## src/rtl/uart2vga_pkg.sv

```systemverilog
// rtl/uart2vga_pkg.sv - shared UART-to-VGA frame geometry and types
package uart2vga_pkg;
    localparam int WIDTH  = 640;
    localparam int HEIGHT = 480;
    localparam int PIX_W  = 3;
    localparam int ADDR_W = 19;
    localparam int ROW_W  = 9;

    typedef enum logic [1:0] {IDLE, BASE, WRITE, DONE} fbw_state_t;
    typedef logic [PIX_W-1:0] pixel_t;
endpackage

```

## src/rtl/uart_row_fb_writer.sv

```systemverilog
// rtl/uart_row_fb_writer.sv - writes one received pixel row into the frame buffer
module uart_row_fb_writer
    import uart2vga_pkg::*;
#(
    parameter int WIDTH  = uart2vga_pkg::WIDTH,
    parameter int HEIGHT = uart2vga_pkg::HEIGHT,
    parameter int PIX_W  = uart2vga_pkg::PIX_W,
    parameter int ADDR_W = uart2vga_pkg::ADDR_W,
    parameter int ROW_W  = uart2vga_pkg::ROW_W
) (
    input  logic                   clk,
    input  logic                   rst_n,
    input  logic [PIX_W*WIDTH-1:0] row_data,
    input  logic [ROW_W-1:0]       row_idx,
    input  logic                   row_valid,
    output logic                   row_ready,
    input  logic                   stall,
    output logic [ADDR_W-1:0]      ram_addr,
    output logic [PIX_W-1:0]       ram_data,
    output logic                   ram_we,
    output logic                   row_done,
    output logic                   busy,
    input  logic                   clr_flags,
    output logic                   overrun,
    output logic                   bad_row
);
    localparam int COL_W = (WIDTH > 1) ? $clog2(WIDTH) : 1;

    fbw_state_t             state;
    logic [PIX_W*WIDTH-1:0] shreg;
    logic [ROW_W-1:0]       idx_q;
    logic [ADDR_W-1:0]      base;
    logic [COL_W-1:0]       col;
    logic                   accept;
    logic                   legal;

    // row_ready is only ever high in IDLE, so accept implies IDLE
    assign accept = row_valid && row_ready;
    assign legal  = int'(row_idx) < HEIGHT;
    assign busy   = (state != IDLE);

    always_ff @(posedge clk or negedge rst_n) begin
        if (!rst_n) begin
            state     <= IDLE;
            row_ready <= 1'b1;
            ram_we    <= 1'b0;
            ram_addr  <= '0;
            ram_data  <= '0;
            row_done  <= 1'b0;
            shreg     <= '0;
            idx_q     <= '0;
            base      <= '0;
            col       <= '0;
        end else begin
            ram_we    <= 1'b0;
            row_done  <= 1'b0;
            // ready returns one cycle after DONE hands back to IDLE
            row_ready <= (state == IDLE) && !(accept && legal);
            case (state)
                IDLE: begin
                    if (accept) begin
                        shreg <= row_data;
                        idx_q <= row_idx;
                        if (legal) state <= BASE;
                    end
                end
                BASE: begin
                    base  <= ADDR_W'(idx_q) * ADDR_W'(WIDTH);
                    col   <= '0;
                    state <= WRITE;
                end
                WRITE: begin
                    if (!stall) begin
                        ram_we   <= 1'b1;
                        ram_addr <= base + ADDR_W'(col);
                        ram_data <= shreg[PIX_W-1:0];
                        shreg    <= shreg >> PIX_W;
                        col      <= col + 1'b1;
                        if (col == COL_W'(WIDTH - 1)) state <= DONE;
                    end
                end
                DONE: begin
                    row_done <= 1'b1;
                    state    <= IDLE;
                end
                default: state <= IDLE;
            endcase
        end
    end

    // a flag-setting event in the same cycle as clr_flags wins
    always_ff @(posedge clk or negedge rst_n) begin
        if (!rst_n) begin
            overrun <= 1'b0;
            bad_row <= 1'b0;
        end else begin
            overrun <= (row_valid && !row_ready) || (overrun && !clr_flags);
            bad_row <= (accept && !legal) || (bad_row && !clr_flags);
        end
    end
endmodule

```

## config.mk

```make
export PLATFORM = sky130hd
export DESIGN_NAME = uart_row_fb_writer
export DESIGN_NICKNAME = d
export VERILOG_FILES = /design/src/rtl/uart2vga_pkg.sv /design/src/rtl/uart_row_fb_writer.sv
export SDC_FILE = /design/constraint.sdc
export NUM_CORES = 2
export LEC_CHECK = 0
export ABC_AREA = 1
export CORE_AREA = 2 2 754 756
export DETAILED_ROUTE_END_ITERATION = 7
export DIE_AREA = 0 0 756 758
export PLACE_DENSITY = 0.46
export SYNTH_ARGS = -nofsm -noshare
export SYNTH_HDL_FRONTEND = slang
export SYNTH_SLANG_ARGS = --single-unit
```

## constraint.sdc

```tcl
create_clock -name clk -period 5.81 [get_ports clk]
set_clock_uncertainty 0.1 [all_clocks]
set_input_delay 0.581 -clock clk [delete_from_list [all_inputs] [get_ports clk]]
set_output_delay 0.581 -clock clk [all_outputs]
set_load 0.02 [all_outputs]
```

# Yosys cells after proc, flatten, opt, wreduce, memory -nomap -nowiden
# Cells that the tools add are included.
# word_totals
reg_bits	1980
latchBits	0
ramBits	0
romBits	0
out_inout_bits	28
elab_cells	60
n_memories	0
# op_classes
add_sub_neg	2
n_mul	1
div	0
order_cmp	1
n_eq_ne	8
shift	0
mux	13
bitwise_logic	1
reduce_logical	22
# op_table
op	n
two-way mux 1920 bit	2
case mux 1920 bit (2 select lines)	1
case mux 10 bit (2 select lines)	1
adder 19 x 10 -> 19 bit	1
multiplier 9 x 3 -> 12 bit (second input constant)	1
adder 10 x 1 -> 10 bit (second input constant)	1
equality test 10 bit (second input constant)	1
two-way mux 10 bit	1
less-than comparator 9 bit (second input constant)	1
two-way mux 2 bit	4
inequality test 2 bit (second input constant)	4
case mux 2 bit (4 select lines)	1
logical AND 1 bit	7
AND reduction 2 bit	3
nonzero test 2 bit	3
equality test 2 bit (second input constant)	2
zero test 1 bit	4
AND reduction 4 bit	1
two-way mux 1 bit	3
AND reduction 3 bit	1
equality test 2 x 1 -> 1 bit (second input constant)	1
zero test 2 bit	1
logical OR 1 bit	2
inverter 1 bit	1

# Logic depth before layout (Yosys ltp)
# logic_depth
ltp_word	4
depth_mapped	12

# Worst setup path after synthesis
# OpenSTA, ideal clock, no wires.
# synth_timing
path_type	register to register
startpoint	reg idx_q[3]
endpoint	reg base[14]
setup_ns	0.126
arrival_time_ns	1.749
t_required_ns	5.584
setup_slack_ns	3.835
path_stages_with_launch	12
path_buffers	0
synth_period_minus_slack_ns	1.975
cell_sequence	dfrtp_1 > ha_1 > ha_1 > inv_1 > fa_1 > inv_1 > nand2_1 > nand2_1 > and2_1 > nand2_1 > nand2_1 > o21ai_0
# synth_between
elab_chain_len	1
# synth_lines
element	line_no	source
start, declared	uart_row_fb_writer.sv:31	logic [ROW_W-1:0] idx_q;
start signal, assigned	uart_row_fb_writer.sv:63	idx_q <= row_idx;
multiplier 9 x 3 -> 12 bit	uart_row_fb_writer.sv:68	base <= ADDR_W'(idx_q) * ADDR_W'(WIDTH);
end signal, assigned	uart_row_fb_writer.sv:68	
end, declared	uart_row_fb_writer.sv:32	logic [ADDR_W-1:0] base;
# No other way between the ends.
# A chain may end at the register's enable or synchronous reset.

# Worst setup path in the final report
# layout_timing
startpoint	reg state[0]
endpoint	reg shreg[1070]
# layout_between
elab_chain_len	3
elab_cells_between_ends	7
classes_between	3 x eq/ne; 1 x mux; 3 x reduce/logical
# layout_lines
element	line_no	source
start, declared	uart_row_fb_writer.sv:29	fbw_state_t state;
start signal, assigned	uart_row_fb_writer.sv:44	state <= IDLE;
start signal, assigned	uart_row_fb_writer.sv:64	if (legal) state <= BASE;
start signal, assigned	uart_row_fb_writer.sv:70	state <= WRITE;
equality test 2 bit / zero test 2 bit (equally long branches)	uart_row_fb_writer.sv:59	case (state)
inequality test 2 bit (no line) / nonzero test 2 bit (equally long branches)	n/a	
AND reduction 3 bit (no line)	n/a	
end signal, assigned	uart_row_fb_writer.sv:62	shreg <= row_data;
end signal, assigned	uart_row_fb_writer.sv:77	shreg <= shreg >> PIX_W;
end, declared	uart_row_fb_writer.sv:30	logic [PIX_W*WIDTH-1:0] shreg;
# Several ways; a longest one is shown, not always the timed one.

==> impl_metrics.tcl <==
set metrics [dict create \
    nets 18200 \
    regToRegStartpoint "state[0]" \
    relSlewSlack 0.110 \
    hold_start "row_idx[1]" \
    antenna_left 0 \
    rows 276 \
    die_w_um 756 \
    p_per_area_nw_per_um2 530 \
    hold_class "in2reg" \
    die_h_um 758 \
    port_buffers 1961 \
    crit_path_cell_trace "inv_1, ha_1, nand2_1, o21ai_1, nand2_8, inv_8, buf_12, buf_4, nand2_1, nand2_1" \
    final_cell_mix "nand2_1 (11700), dfrtp_1 (1979), clkdlybuf4s50_1 (1960), clkbuf_16 (275), buf_4 (112)" \
    pin_count 1962 \
    post_cts_buffers 0 \
    clk_latency_ps 920 \
    end_kind "register" \
    cp.required_ps 6540 \
    fin_util 0.238 \
    max_stage_delay_ps 690 \
    seq_area_frac_synth 0.503 \
    fin_tns_setup_ps 0 \
    drv_cap 0 \
    core-area_um2 564000 \
    cp.arrival_ps 4470 \
    grt_pass1_wl_um 651000 \
    fmax_mhz 267 \
    peakVddDrop_mv 0.467 \
    post_drt_wl_per_cell_um 18.7 \
    place_congestion 0.874 \
    numCtsBuffers 269 \
    grt_max_degree 183 \
    layout.cells.most_common "nand2_1" \
    cp_max_fo 58 \
    syn_avg_cell_area_um2 6.69 \
    path_delay_family "buffers and inverters" \
    cts_root_buffer "clkbuf_16" \
    drt_wl_total_um 450000 \
    area_delta_synth_final_pct 36.7 \
    hold_viol_final 0 \
    multi_input_area_um2 44700 \
    num-fill-cells 63300 \
    synth_cell_types 29 \
    synth_warnings 0 \
    place_ws_ps 1390 \
    start_kind "register" \
    critical_path_class "reg2reg" \
    num_vias 95000 \
    clkSlewWorstSetupHoldPaths_ps 50 \
    final.min_clock_period_ps 3740 \
    path_buf_inv 4 \
    drv_slew 0 \
    first_pass_iters 6 \
    grt_setup_unrepaired "no" \
    syn_area_um2 98400 \
    drive_above_1_share 0.0349 \
    start_util 0.174 \
    drc 0 \
    ys_seq_elements 1980 \
    holdWs_ps 158 \
    drtIter0Drc 7738 \
    via_per_inst 3.95 \
    path_common_cell "nand2_1" \
    startpoint "state[0]" \
    htree_levels 5 \
    antenna_found_initial 230 \
    grt_pass1_vias 94400 \
    fin_ws_ps 2070 \
    hpwl_um 319000 \
    status "finished clean" \
    grt.total_usage 0.151 \
    finalPower_w 0.0713 \
    cts_max_path_buffers 4 \
    syn_nets 16700 \
    synth_cells 14700 \
    cts_tree "built" \
    worst_pin_slew_ps 1340 \
    setup_viol_count_final 0 \
    grt_overflow_total 0 \
    dieArea_um2 573000 \
    seq_area_um2 49500 \
    leakage_nw 71.2 \
    crit_slowest_cell "inv_8" \
    period_share 0.644 \
    cts.sink_count 1980 \
]
## state kept, by name, summed over array words and instances, names as in the netlist
signal     cells
shreg       1920
ram_addr      19
base          12
col           10
idx_q          9
ram_data       3
state          2
bad_row        1
overrun        1
ram_we         1
row_done       1
row_ready      1
## final cells by class
| class | count | area share |
|---|---|---|
| Sequential cell | 1980 | 0.368 |
| Clock inverter | 69 | 0.00696 |
| Antenna cell | 77 | 0.00143 |
| Inverter | 61 | 0.00181 |
| Tap cell | 7506 | 0.0698 |
| Multi-Input combinational cell | 11800 | 0.332 |
| Clock buffer | 395 | 0.0581 |
| Timing Repair Buffer | 2133 | 0.161 |
## stage by stage
| stage | std cells | area, um2 |
|---|---|---|
| floorplan | 14700 | 98400 |
| global placement | 23500 | 126000 |
| detailed placement | 23500 | 126000 |
| CTS | 23900 | 134000 |
| global route | 24000 | 134000 |
| finish | 24000 | 135000 |
## where the power goes
| part | internal, W | switching [W] |
|---|---|---|
| clock | 0.00987 | 0.00705 |
| sequential | 0.0206 | 0.00358 |
| combinational | 0.00951 | 0.0207 |
| total | 0.0400 | 0.0313 |
## cells by family (layout without fill, tap and decap cells)
kind of cell | Yosys count | after routing | synth area share
other | 0 | 77 | 0
flip-flops | 1980 | 1980 | 0.503
buffers and inverters | 921 | 2658 | 0.0424
AO/OA/AOI/OAI | 51 | 51 | 0.00273
adder cells (fa/ha/maj) | 25 | 25 | 0.00333
AND/OR/NAND/NOR | 11700 | 11700 | 0.448
## metal layers
| metal | GRT usage | share of wire | vias up |
|---|---|---|---|
| li1 | - | - | 47000 |
| met1 | 0.180 | 0.41 | 44400 |
| met2 | 0.258 | 0.48 | 2570 |
| met3 | 0.0365 | 0.064 | 835 |
| met4 | 0.0630 | 0.046 | 188 |
| met5 | 0 | 0.0027 | - |
## what timing repair did
action | 4_1_cts | 5_1_grt
gates resized for setup | 0 | 0
hold buffers | 1 | 0
endpoints found under the hold margin | 48 | 0
## worst paths after layout
kind                          endpoint  slack (ps)  cells past startpoint
setup / recovery           shreg[1070]        2070                     10
max in group asynchronous   shreg[393]        3620                      4
setup reg to reg           shreg[1070]        2070                     10
hold reg to reg            shreg[1918]         370                      2
min in group asynchronous   shreg[879]         320                      2
hold / removal                idx_q[1]         160                      3
## tightest hold or removal path: stages
cell and delay (ps):
clkdlybuf4s50_1 400, nand2_1 70, nand2_1 40
## Yosys cell counts, drive strengths merged
cell type | number | share of area
a21oi | 6 | 0.00031
ha | 23 | 0.0029
nand3b | 3 | 0.00023
nand4 | 5 | 0.00032
clkinv | 2 | 0.000076
nor3 | 2 | 0.00010
and2 | 1 | 0.000064
nor2 | 23 | 0.00088
clkbuf | 406 | 0.015
o21bai | 1 | 0.000076
inv | 59 | 0.0023
nand2 | 11700 | 0.44
buf | 454 | 0.025
a22oi | 1 | 0.000076
fa | 2 | 0.00041
o22ai | 3 | 0.00019
a31oi | 2 | 0.00013
dfstp | 1 | 0.00027
dfrtp | 1979 | 0.50
nand3 | 37 | 0.0019
o21a | 1 | 0.000076
or2 | 2 | 0.00013
o21ai | 37 | 0.0019
Note: power is estimated with default switching activity, not from simulation.
